**src/rtl/time_set_ctrl.sv**
```systemverilog
// Time-setting controller: snapshots the running time, edits one BCD field at a time
// with press/auto-repeat stepping, and strobes load to the counter chain on exit.
module time_set_ctrl #(
    parameter int HOUR_MODE  = 24,
    parameter int HOLD_CYC   = 500,
    parameter int REPEAT_CYC = 100,
    parameter int BLINK_CYC  = 250
) (
    input  logic        clk,
    input  logic        cr,
    input  logic        set_mode,
    input  logic        sel_next,
    input  logic        btn_up,
    input  logic        btn_dn,
    input  logic [23:0] cur_time,
    output logic [3:0]  bcd_su,
    output logic [3:0]  bcd_st,
    output logic [3:0]  bcd_mu,
    output logic [3:0]  bcd_mt,
    output logic [3:0]  bcd_hu,
    output logic [3:0]  bcd_ht,
    output logic [1:0]  field,
    output logic        blink,
    output logic        load
);

    localparam bit IS12 = (HOUR_MODE == 12);
    localparam int RMAX = (HOLD_CYC > REPEAT_CYC) ? HOLD_CYC : REPEAT_CYC;
    localparam int RW   = $clog2(RMAX + 1);
    localparam int BW   = $clog2(BLINK_CYC + 1);

    localparam logic [RW-1:0] HOLD_N     = RW'(HOLD_CYC);
    localparam logic [RW-1:0] REPEAT_N   = RW'(REPEAT_CYC);
    localparam logic [BW-1:0] BLINK_LAST = BW'(BLINK_CYC - 1);
    localparam logic [7:0]    HOUR_MIN   = IS12 ? 8'h01 : 8'h00;
    localparam logic [7:0]    HOUR_MAX   = IS12 ? 8'h12 : 8'h23;
    localparam logic [7:0]    HOUR_RST   = IS12 ? 8'h12 : 8'h00;

    typedef enum logic [1:0] {S_IDLE, S_CAPTURE, S_EDIT, S_COMMIT} state_e;
    typedef enum logic [1:0] {F_MIN = 2'd0, F_HOUR = 2'd1, F_SEC = 2'd2} field_e;

    state_e        state_q, state_d;
    field_e        field_q, field_d;
    logic          sm_q, sm_d, sm_p_q, sm_p_d;
    logic          sel_q, sel_d, sel_p_q, sel_p_d;
    logic          up_q, up_d, up_p_q, up_p_d;
    logic          dn_q, dn_d, dn_p_q, dn_p_d;
    logic [23:0]   cur_q, cur_d;
    logic [7:0]    hour_q, hour_d, min_q, min_d, sec_q, sec_d;
    logic [RW-1:0] rep_cnt_q, rep_cnt_d;
    logic          rep_run_q, rep_run_d;
    logic [BW-1:0] blink_cnt_q, blink_cnt_d;
    logic          blink_q, blink_d;

    logic          sel_rise, up_rise, dn_rise, step_req, step_up;

    function automatic logic [7:0] step60(input logic [7:0] v, input logic up);
        logic [3:0] t, u;
        t = v[7:4];
        u = v[3:0];
        if (up) begin
            if (u == 4'd9) begin
                u = 4'd0;
                t = (t == 4'd5) ? 4'd0 : t + 4'd1;
            end else begin
                u = u + 4'd1;
            end
        end else begin
            if (u == 4'd0) begin
                u = 4'd9;
                t = (t == 4'd0) ? 4'd5 : t - 4'd1;
            end else begin
                u = u - 4'd1;
            end
        end
        return {t, u};
    endfunction

    function automatic logic [7:0] step_hour(input logic [7:0] v, input logic up);
        logic [3:0] t, u;
        t = v[7:4];
        u = v[3:0];
        if (up) begin
            if (v == HOUR_MAX) return HOUR_MIN;
            if (u == 4'd9) begin
                u = 4'd0;
                t = t + 4'd1;
            end else begin
                u = u + 4'd1;
            end
        end else begin
            if (v == HOUR_MIN) return HOUR_MAX;
            if (u == 4'd0) begin
                u = 4'd9;
                t = t - 4'd1;
            end else begin
                u = u - 4'd1;
            end
        end
        return {t, u};
    endfunction

    function automatic logic ok60(input logic [7:0] v);
        return (v[7:4] <= 4'd5) && (v[3:0] <= 4'd9);
    endfunction

    // BCD ordering matches numeric ordering once the units digit is a valid digit
    function automatic logic ok_hour(input logic [7:0] v);
        return (v[3:0] <= 4'd9) && (v >= HOUR_MIN) && (v <= HOUR_MAX);
    endfunction

    always_comb begin
        state_d     = state_q;
        field_d     = field_q;
        sm_d        = set_mode;
        sm_p_d      = sm_q;
        sel_d       = sel_next;
        sel_p_d     = sel_q;
        up_d        = btn_up;
        up_p_d      = up_q;
        dn_d        = btn_dn;
        dn_p_d      = dn_q;
        cur_d       = cur_time;
        hour_d      = hour_q;
        min_d       = min_q;
        sec_d       = sec_q;
        rep_cnt_d   = rep_cnt_q;
        rep_run_d   = rep_run_q;
        blink_cnt_d = blink_cnt_q;
        blink_d     = blink_q;
        sel_rise    = sel_q & ~sel_p_q;
        up_rise     = up_q & ~up_p_q;
        dn_rise     = dn_q & ~dn_p_q;
        step_req    = 1'b0;
        step_up     = up_q;

        case (state_q)
            S_IDLE: begin
                rep_cnt_d   = '0;
                rep_run_d   = 1'b0;
                blink_cnt_d = '0;
                blink_d     = 1'b0;
                if (sm_q && !sm_p_q) state_d = S_CAPTURE;
            end
            S_CAPTURE: begin
                hour_d      = ok_hour(cur_q[23:16]) ? cur_q[23:16] : HOUR_RST;
                min_d       = ok60(cur_q[15:8]) ? cur_q[15:8] : 8'h00;
                sec_d       = ok60(cur_q[7:0]) ? cur_q[7:0] : 8'h00;
                field_d     = F_MIN;
                rep_cnt_d   = '0;
                rep_run_d   = 1'b0;
                blink_cnt_d = '0;
                blink_d     = 1'b0;
                state_d     = S_EDIT;
            end
            S_EDIT: begin
                if (!sm_q) begin
                    blink_cnt_d = '0;
                    blink_d     = 1'b0;
                    state_d     = S_COMMIT;
                end else if (sel_rise) begin
                    case (field_q)
                        F_MIN:   field_d = F_HOUR;
                        F_HOUR:  field_d = F_SEC;
                        default: field_d = F_MIN;
                    endcase
                    rep_cnt_d   = '0;
                    rep_run_d   = 1'b0;
                    blink_cnt_d = '0;
                    blink_d     = 1'b0;
                end else begin
                    if (up_q && dn_q) begin
                        rep_cnt_d = '0;
                        rep_run_d = 1'b0;
                    end else if (up_q || dn_q) begin
                        if (up_rise || dn_rise) begin
                            step_req  = 1'b1;
                            rep_cnt_d = RW'(1);
                            rep_run_d = 1'b0;
                        // a zero counter means no press armed the repeat for this hold
                        end else if (rep_cnt_q != '0) begin
                            if (rep_cnt_q == (rep_run_q ? REPEAT_N : HOLD_N)) begin
                                step_req  = 1'b1;
                                rep_cnt_d = RW'(1);
                                rep_run_d = 1'b1;
                            end else begin
                                rep_cnt_d = rep_cnt_q + RW'(1);
                            end
                        end
                    end else begin
                        rep_cnt_d = '0;
                        rep_run_d = 1'b0;
                    end

                    if (step_req || rep_cnt_q != '0) begin
                        blink_cnt_d = '0;
                        blink_d     = 1'b0;
                    end else if (blink_cnt_q == BLINK_LAST) begin
                        blink_cnt_d = '0;
                        blink_d     = ~blink_q;
                    end else begin
                        blink_cnt_d = blink_cnt_q + BW'(1);
                    end

                    if (step_req) begin
                        case (field_q)
                            F_MIN:   min_d  = step60(min_q, step_up);
                            F_HOUR:  hour_d = step_hour(hour_q, step_up);
                            default: sec_d  = step60(sec_q, step_up);
                        endcase
                    end
                end
            end
            default: begin
                rep_cnt_d   = '0;
                rep_run_d   = 1'b0;
                blink_cnt_d = '0;
                blink_d     = 1'b0;
                state_d     = S_IDLE;
            end
        endcase
    end

    always_ff @(posedge clk or negedge cr) begin
        if (!cr) begin
            state_q     <= S_IDLE;
            field_q     <= F_MIN;
            sm_q        <= 1'b0;
            sm_p_q      <= 1'b0;
            sel_q       <= 1'b0;
            sel_p_q     <= 1'b0;
            up_q        <= 1'b0;
            up_p_q      <= 1'b0;
            dn_q        <= 1'b0;
            dn_p_q      <= 1'b0;
            cur_q       <= '0;
            hour_q      <= HOUR_RST;
            min_q       <= '0;
            sec_q       <= '0;
            rep_cnt_q   <= '0;
            rep_run_q   <= 1'b0;
            blink_cnt_q <= '0;
            blink_q     <= 1'b0;
        end else begin
            state_q     <= state_d;
            field_q     <= field_d;
            sm_q        <= sm_d;
            sm_p_q      <= sm_p_d;
            sel_q       <= sel_d;
            sel_p_q     <= sel_p_d;
            up_q        <= up_d;
            up_p_q      <= up_p_d;
            dn_q        <= dn_d;
            dn_p_q      <= dn_p_d;
            cur_q       <= cur_d;
            hour_q      <= hour_d;
            min_q       <= min_d;
            sec_q       <= sec_d;
            rep_cnt_q   <= rep_cnt_d;
            rep_run_q   <= rep_run_d;
            blink_cnt_q <= blink_cnt_d;
            blink_q     <= blink_d;
        end
    end

    assign {bcd_ht, bcd_hu} = hour_q;
    assign {bcd_mt, bcd_mu} = min_q;
    assign {bcd_st, bcd_su} = sec_q;
    assign field            = field_q;
    assign blink            = blink_q;
    assign load             = (state_q == S_COMMIT);

endmodule
```
**config.mk**
```make
export PLATFORM = sky130hd
export DESIGN_NAME = time_set_ctrl
export DESIGN_NICKNAME = d
export VERILOG_FILES = /design/src/rtl/time_set_ctrl.sv
export SDC_FILE = /design/constraint.sdc
export NUM_CORES = 1
export LEC_CHECK = 0
export ABC_AREA = 1
export CORE_ASPECT_RATIO = 1.1
export CORE_MARGIN = 1
export CORE_UTILIZATION = 55
export DETAILED_ROUTE_END_ITERATION = 8
export PLACE_DENSITY = 0.81
export SLEW_MARGIN = 20
export SYNTH_ARGS = -nofsm -noshare
export SYNTH_HDL_FRONTEND = slang
export SYNTH_SLANG_ARGS = --single-unit
```
**constraint.sdc**
```tcl
create_clock -name clk -period 2 [get_ports clk]
set_input_delay 0.2 -clock clk [delete_from_list [all_inputs] [get_ports clk]]
set_output_delay 0.2 -clock clk [all_outputs]
set_load 0.02 [all_outputs]
```
# Yosys cells after proc, flatten, opt, wreduce, memory -nomap -nowiden
# Cells that the tools add are included.
[word_totals] wordCells=224 ff_bits=79
[op_classes] n_bitwise=7 n_mux=112 reduce_logical=31 order_cmp=7 n_eq_ne=32 addsub=14
[ops] op="$mux W8" count=24
[ops] op="$mux W4" count=26
[ops] op="$mux W9" count=9
[ops] op="$pmux W8 S2" count=3
[ops] op="$mux W1" count=43
[ops] op="$add A4 B1 Y4 const B" count=6
[ops] op="$sub A4 B1 Y4 const B" count=6
[ops] op="$reduce_and A7 Y1" count=3
[ops] op="$logic_not A4 Y1" count=5
[ops] op="$ne A2 B2 Y1 const B" count=9
[ops] op="$ne A4 B4 Y1 const B" count=4
[ops] op="$eq A4 B4 Y1 const B" count=3
[ops] op="$le A4 B4 Y1 const B" count=3
[ops] op="$ne A3 B3 Y1 const B" count=4
[ops] op="$ne A6 B6 Y1 const B" count=2
[ops] op="$reduce_and A5 Y1" count=2
[ops] op="$add A9 B1 Y9 const B" count=1
[ops] op="$eq A9 B9 Y1" count=1
[ops] op="$reduce_and A9 Y1" count=1
[ops] op="$reduce_bool A9 Y1" count=1
[ops] op="$add A8 B1 Y8 const B" count=1
[ops] op="$eq A4 B3 Y1 const B" count=2
[ops] op="$eq A8 B6 Y1 const B" count=1
[ops] op="$eq A8 B8 Y1 const B" count=1
[ops] op="20 further kinds" count=42

# Logic depth before layout (Yosys ltp)
# Gate-level depths: netlist (run 1).
[logic_depth] word_depth=27 ltp_mapped=12 mapped_depth_nobuf=12

# Worst setup path before layout (run 1)
# OpenSTA, ideal clock, no wires.
[synth_timing] path_type="register to register" from="register up_q, in the netlist step_up" to="register hour_q[7]" stages_incl_launch_ff=9 setup_time_ps=77 synth_period_minus_slack_ps=1602 required_time_ps=1923 setup_slack_ps=398 arrival_time_ps=1526 cell_sequence="dfrtp_1 > inv_1 > buf_4 > buf_2 > ha_1 > a21oi_1 > a21oi_1 > nand3b_1 > o21ai_1"
[synth_via] elab_chain_len=12
[synth_lines] item="from (decl)" line_no="46" source="logic up_q, up_d, up_p_q, up_p_d;"
[synth_lines] item="from (signal assigned)" line_no="251" source="up_q <= up_d;"
[synth_lines] item="$mux W1" line_no="83" source="if (up) begin"
[synth_lines] item="$mux W1" line_no="206" source="case (field_q)"
[synth_lines] item="$mux W1" line_no="205" source="if (step_req) begin"
[synth_lines] item="$mux W1" line_no="161" source="end else if (sel_rise) begin"
[synth_lines] item="$mux W1" line_no="157" source="if (!sm_q) begin"
[synth_lines] item="$mux W1" line_no="137" source="case (state_q)"
[synth_lines] item="$mux W8" line_no="100" source="return {t, u};"
[synth_lines] item="$mux W8" line_no="206"
[synth_lines] item="$mux W8" line_no="205"
[synth_lines] item="$mux W8" line_no="161"
[synth_lines] item="$mux W8" line_no="157"
[synth_lines] item="$pmux W8 S2" line_no="137"
[synth_lines] item="to (signal assigned)" line_no="256" source="hour_q <= hour_d;"
[synth_lines] item="to (decl)" line_no="49" source="logic [7:0] hour_q, hour_d, min_q, min_d, sec_q, sec_d;"
# Several ways; a longest one is shown, not always the timed one. The select of a mux whose other input is x is not followed.
# A chain may end at the register's enable or synchronous reset.

# Final worst setup path (run 1)
[layout_timing] from="register state_q[0]" to="register sec_q[3]"
[layout_via] elab_chain_len=3
[layout_lines] item="from (decl)" line_no="42" source="state_e state_q, state_d;"
[layout_lines] item="from (signal assigned)" line_no="245" source="state_q <= state_d;"
[layout_lines] item="$eq A2 B2 Y1 or $eq A2 B1 Y1 (tied branches)" line_no="137"
[layout_lines] item="$ne A2 B2 Y1 (no line) or $reduce_bool A2 Y1 (tied branches)"
[layout_lines] item="$reduce_and A5 Y1 (no line)"
[layout_lines] item="to (signal assigned)" line_no="239" source="sec_q <= '0;"
[layout_lines] item="to (signal assigned)" line_no="258" source="sec_q <= sec_d;"
[layout_lines] item="to (decl)" line_no="49"
# Several ways; a longest one is shown, not always the timed one.

==> run metrics, run 1 <==
Initial Util 0.574; FF-to-FF setup slack 0.22 ns; sink of the worst hold path sm_p_d; VDD IR-drop max 706 uV; maximum clock rate 562 MHz; CTS Root Buffer Type clkbuf_8; Worst Path Required 2.25 ns; status finished, final reports clean; row count 33; Fin Setup TNS 0 ns; Post-synth EDFFs 0; Fin. Hold Viols 0; Mapped Cells 542; share of the synthesized area in the top cell type 0.456; worst hold path stage count 1; DRT Pass-1 Iters 5; Remaining DRCs 0; routed len/inst 13.1 um; CP Depth 8; Die X-Extent 86.7 um; kind of cell adding the most delay to the critical path compound AO/OA/AOI/OAI gates; sum of buffers and inverters on the critical path 2; H-tree depth 3; Setup Skew 0.0144 ns; Crit Path Max Fanout 9; Die Y 95.1 um; initial antenna violation count 0; utilization after layout 0.696; Max-cap violations 0; slowest CP cell dfrtp_1; ys flop type dfrtp_1; maximum clock path buffer count 2; P&R area growth vs syn 21.2%; fin crit period 1.78 ns; clk slew on worst S/H paths 0.08 ns; Placer Congestion 0.918; Syn Area/Cell 8.00 sq um; GRT Overall Usage 0.253; 1st-iter DRT viols 214; Worst Setup Path Type register to register; cells on worst reg2reg path 8; Congestion Overflow GR 0; leakage 2.40 nW; final setup vio count 0; clk_lat worst skew 0.36 ns; first-pass GRT wire length 16.2 mm; share of cells above drive strength 1 0.106; num ports 58; reg-to-reg endpoint sec_q[3]; Final Cycle Share 0.890; RR Startpoint state_q[0]; commonest non-fill, non-tap cell in the layout nand2_1; Async SR Flop Fraction 1.00; Via density 5.40; Ys Warns 0; WP data arrival 2.03 ns; TritonCTS clock tree built; Tightest Pin Transition 0.650 ns; Num CTS Buffers 9; RSZ-0062 raised after global routing no; top cells by area, synth dfrtp_1, nand2_1, nor2_1, inv_1, o21ai_0; power per cell area 1200 mW/mm^2; Yosys reg bits 79; ANT nets after route 0; mapped cell area 0.00434 sq mm; clk sink count 79; Worst Setup End Kind register; Seq/Total Area, Yosys 0.456; commonest non-fill, non-tap cells in the layout nand2_1, dfrtp_1, nor2_1; Max stage delay on crit path 0.41 ns; DRT Wirelength 9.47 mm; pin count of the biggest net entering global routing 52; relative slew slack 0.567; Hold Path Class input pin to register; crit start category register; nets 653; core area 0.00756 sq mm; via count 3,892; Post-DP HPWL 6.87 mm; synth unique cells 41; cells along the critical path inv_1 > ha_2 > inv_2 > nand2_1 > a21boi_4 > a21oi_4 > nand2_2 > o21a_1; Synth Net Count 584; final hold slack 0.274 ns; IO Port Bufs 57; n_diodes 0; Yosys top cell by area dfrtp_1; die area 0.00824 sq mm; Slew Viols, Final 0; vias in the first global route 3,723; hold path start set_mode
## metal layers
layer,global-route usage,share of wire
met5,0,0
met3,0.0398,0.052
met4,0.113,0.022
met2,0.442,0.50
met1,0.311,0.43
## where the power goes
| part | switching [W] | internal [W] | total (W) |
|---|---|---|---|
| clock network | 0.000585 | 0.000521 | 0.00111 |
| logic | 0.00183 | 0.00117 | 0.00300 |
| registers | 0.000333 | 0.00185 | 0.00219 |
| total | 0.00275 | 0.00355 | 0.00629 |
## state kept, by name, indices dropped and copies added, names as in the netlist, 2 cells and up
register / count
blink_cnt_q: 8
rep_cnt_q: 9
hour_q: 8
sec_q: 8
cur_q: 24
field: 2
min_q: 8
state_q: 2
## synthesized netlist by cell type, drive strengths merged, types with 6 or more instances
cell type / number
inv: 58
dfrtp: 79
o21ai: 49
nand4: 6
a21oi: 22
o211ai: 6
nand2: 160
nor2: 71
xor2: 9
buf: 6
ha: 11
nand3: 35
nor3: 7
## through the flow
step / instance area (sq um) / setup slack [ns] / total power [W] / instances
3_5_place_dp: 5060 / 0.161 / 0.00516 / 704
4_1_cts: 5250 / 0.153 / 0.00628 / 721
5_1_grt: 5260 / 0.0535 / 0.00677 / 721
6_report: 5260 / 0.219 / 0.00629 / 721
2_1_floorplan: 4340 / 0.398 / 0.00421 / 542
3_3_place_gp: 5060 / 0.246 / 0.00505 / 704
## worst max path at each step
stage	start	endpoint	slack, ns
after detailed placement	state_q[0]	sec_q[3]	0.16
after floorplan	step_up	hour_q[7]	0.40
after global routing	step_up	hour_q[2]	0.05
after CTS	state_q[0]	sec_q[3]	0.15
after global placement	state_q[0]	hour_q[4]	0.25
final	state_q[0]	sec_q[3]	0.22
## cell families after synthesis
group,synth area share
adder cells (fa/ha/maj),0.0364
AO/OA/AOI/OAI,0.119
AND/OR/NAND/NOR,0.306
buffers and inverters,0.0606
flip-flops,0.456
XOR/XNOR,0.0222
## layout make-up
type                       instances  area, sq um
multi-input combinational        398         2100
clock buffer                      12          155
sequential                        79         1980
inverter                          58          218
clock inverter                     4         28.8
timing repair buffer              65          643
fill                             600         2300
tap                              105          131
## what timing repair did
item	in CTS	in global routing
setup buffers	0	0
gates resized for setup	0	2
hold buffers	1	0
endpoints found under the setup margin	0	7
endpoints found under the hold margin	50	0
Power figures use the tool's default switching activity.
==> inputs of run 2 (changes only) <==
--- a/config.mk
+++ b/config.mk
@@ -6,6 +6,7 @@
 export NUM_CORES = 1
 export LEC_CHECK = 0
 export ABC_AREA = 1
+export CAP_MARGIN = 20
 export CORE_ASPECT_RATIO = 1.1
 export CORE_MARGIN = 1
 export CORE_UTILIZATION = 55
==> results of run 2 <==
No change in the layout: final DEF, timing and power equal those of run 1.
==> inputs of run 3 (changes only) <==
--- a/config.mk
+++ b/config.mk
@@ -11,7 +11,8 @@
 export CORE_MARGIN = 1
 export CORE_UTILIZATION = 55
 export DETAILED_ROUTE_END_ITERATION = 8
-export PLACE_DENSITY = 0.81
+export PLACE_DENSITY = 0.86
+export SETUP_SLACK_MARGIN = 0.2
 export SLEW_MARGIN = 20
 export SYNTH_ARGS = -nofsm -noshare
 export SYNTH_HDL_FRONTEND = slang
==> run 3 against run 2 <==
Against the previous run: critical path depth shrank 7; setup slack gained 0.045 ns; non-clock buffer count grew 7; sequential power is essentially flat; final area grew 2.8%; combinational power grew 4%; clock power grew 17%; count of clock-buffer cells in the layout shrank 1; first-iteration DRC count grew 14%; utilization grew 1.9 points; worst hold slack is essentially flat; wire length grew 6.4%; critical endpoint is now bcd_hu[1]; largest cell class unchanged.
==> run metrics, run 3 (same netlist as run 1, synthesis figures left out) <==
status finished, final reports clean; Congestion Overflow GR 0; Initial Util 0.574; switching pwr 0.00285 W; fin worst setup slack 0.264 ns; DRT Pass-1 Iters 5; Max-cap violations 0; Slew Viols, Final 0; Hold Path Class input pin to register; launch point of the worst path hour_q[1]; clk slew on worst S/H paths 0.08 ns; DRT Wirelength 10.1 mm; first-pass GRT wire length 16.6 mm; 1st-iter DRT viols 245; die area 0.00824 sq mm; CTS Root Buffer Type clkbuf_8; num ports 58; Fin. Hold Viols 0; RR Startpoint step_up; fin crit period 1.74 ns; n_diodes 0; crit start category register; hold path start cur_time[5]; commonest non-fill, non-tap cell in the layout nand2_1; Worst Path Required 1.80 ns; Via density 5.43; row count 33; pin count of the biggest net entering global routing 44; sum of buffers and inverters on the critical path 1; P_int 0.00378 W; Clk pwr share 0.196; ANT nets after route 0; Tightest Pin Transition 0.528 ns; H-tree depth 3; cells along the critical path clkdlybuf4s50_1; kind of cell adding the most delay to the critical path buffers and inverters; combinational power share 0.470; commonest non-fill, non-tap cells in the layout nand2_1, dfrtp_1, nor2_1; Die Y 95.1 um; core area 0.00756 sq mm; via count 3,959; Num CTS Buffers 9; Top reg by flops cur_q; GRT Overall Usage 0.259; IO Port Bufs 57; Sw Ratio 0.430; Worst Setup Path Type register to output pin; vias in the first global route 3,724; dpl ws 0.182 ns; Placer Congestion 0.931; Worst Setup End Kind output pin; Remaining DRCs 0; TritonCTS clock tree built; slowest CP cell clkdlybuf4s50_1; leakage 2.47 nW; Post-DP HPWL 7.23 mm; max FFs per register 24; Crit Path Max Fanout 5; routed len/inst 13.8 um; relative slew slack 0.648; share of cells above drive strength 1 0.136; largest registers cur_q (24), rep_cnt_q (9); Setup Skew 0.0100 ns; RSZ-0062 raised after global routing yes; Reg power frac 0.333; initial antenna violation count 0; maximum clock rate 576 MHz; power per cell area 1230 mW/mm^2; WP data arrival 1.54 ns; maximum clock path buffer count 2; VDD IR-drop max 666 uV; clk sink count 79; Filler Cell Count 562; Final Cycle Share 0.868; clk_lat worst skew 0.36 ns; Max stage delay on crit path 0.67 ns; final setup vio count 0; Fin Setup TNS 0 ns; P&R area growth vs syn 24.6%; Die X-Extent 86.7 um; nets 661
==> run 3: repair_timing <==
action	in CTS	in global routing
hold endpoints to repair	40	0
cloned	0	1
buffers inserted	1	5
hold buffers	1	0
endpoints found under the setup margin	10	36
pin swaps	0	6
resized for setup	1	20
==> run 3: per-layer routing <==
metal / part of all wire / track usage / wire length [um]
met5: 0 / 0 / 0
met4: 0.026 / 0.117 / 263
met3: 0.063 / 0.0381 / 630
met2: 0.50 / 0.434 / 5020
met1: 0.41 / 0.333 / 4160
==> run 3: final cells by class <==
| class | instances | area [sq um] | share of cell area |
|---|---|---|---|
| tap | 105 | 131 | 0.0243 |
| timing repair buffer | 72 | 689 | 0.128 |
| multi-input combinational | 399 | 2170 | 0.402 |
| inverter | 58 | 221 | 0.0410 |
| sequential | 79 | 1980 | 0.366 |
| clock buffer | 11 | 131 | 0.0243 |
| clock inverter | 5 | 81.3 | 0.0150 |
==> run 3: stage by stage <==
| step | cells | cell area [sq um] | util | power, W | hold WS (ns) |
|---|---|---|---|---|---|
| floorplan | 542 | 4340 | - | 0.00421 | -0.0956 |
| global placement | 705 | 5050 | 0.668 | 0.00501 | 0.213 |
| detailed placement | 705 | 5050 | 0.668 | 0.00514 | 0.210 |
| CTS | 723 | 5280 | 0.699 | 0.00647 | 0.265 |
| global route | 729 | 5400 | 0.715 | 0.00708 | 0.269 |
| finish | 729 | 5400 | 0.715 | 0.00662 | 0.273 |
==> run 3: final timing paths <==
path / end / slack [ns] / cells past startpoint
worst max-delay path: bcd_hu[1] / 0.26 / 1
min in group asynchronous: blink_cnt_q[0] / 0.36 / 2
worst min-delay path: cur_q[5] / 0.27 / 1
worst min register to register: sel_p_q / 0.38 / 0
worst max register to register: rep_cnt_q[8] / 0.27 / 11
max in group asynchronous: dn_p_q / 1.00 / 3
==> run 3: power by group through the flow <==
stage	logic, W	registers, W	clock network, W
6_report	0.00312	0.00221	0.00130
5_1_grt	0.00346	0.00225	0.00137
4_1_cts	0.00298	0.00218	0.00131
3_5_place_dp	0.00294	0.00221	0
3_3_place_gp	0.00282	0.00219	0
2_1_floorplan	0.00187	0.00234	0
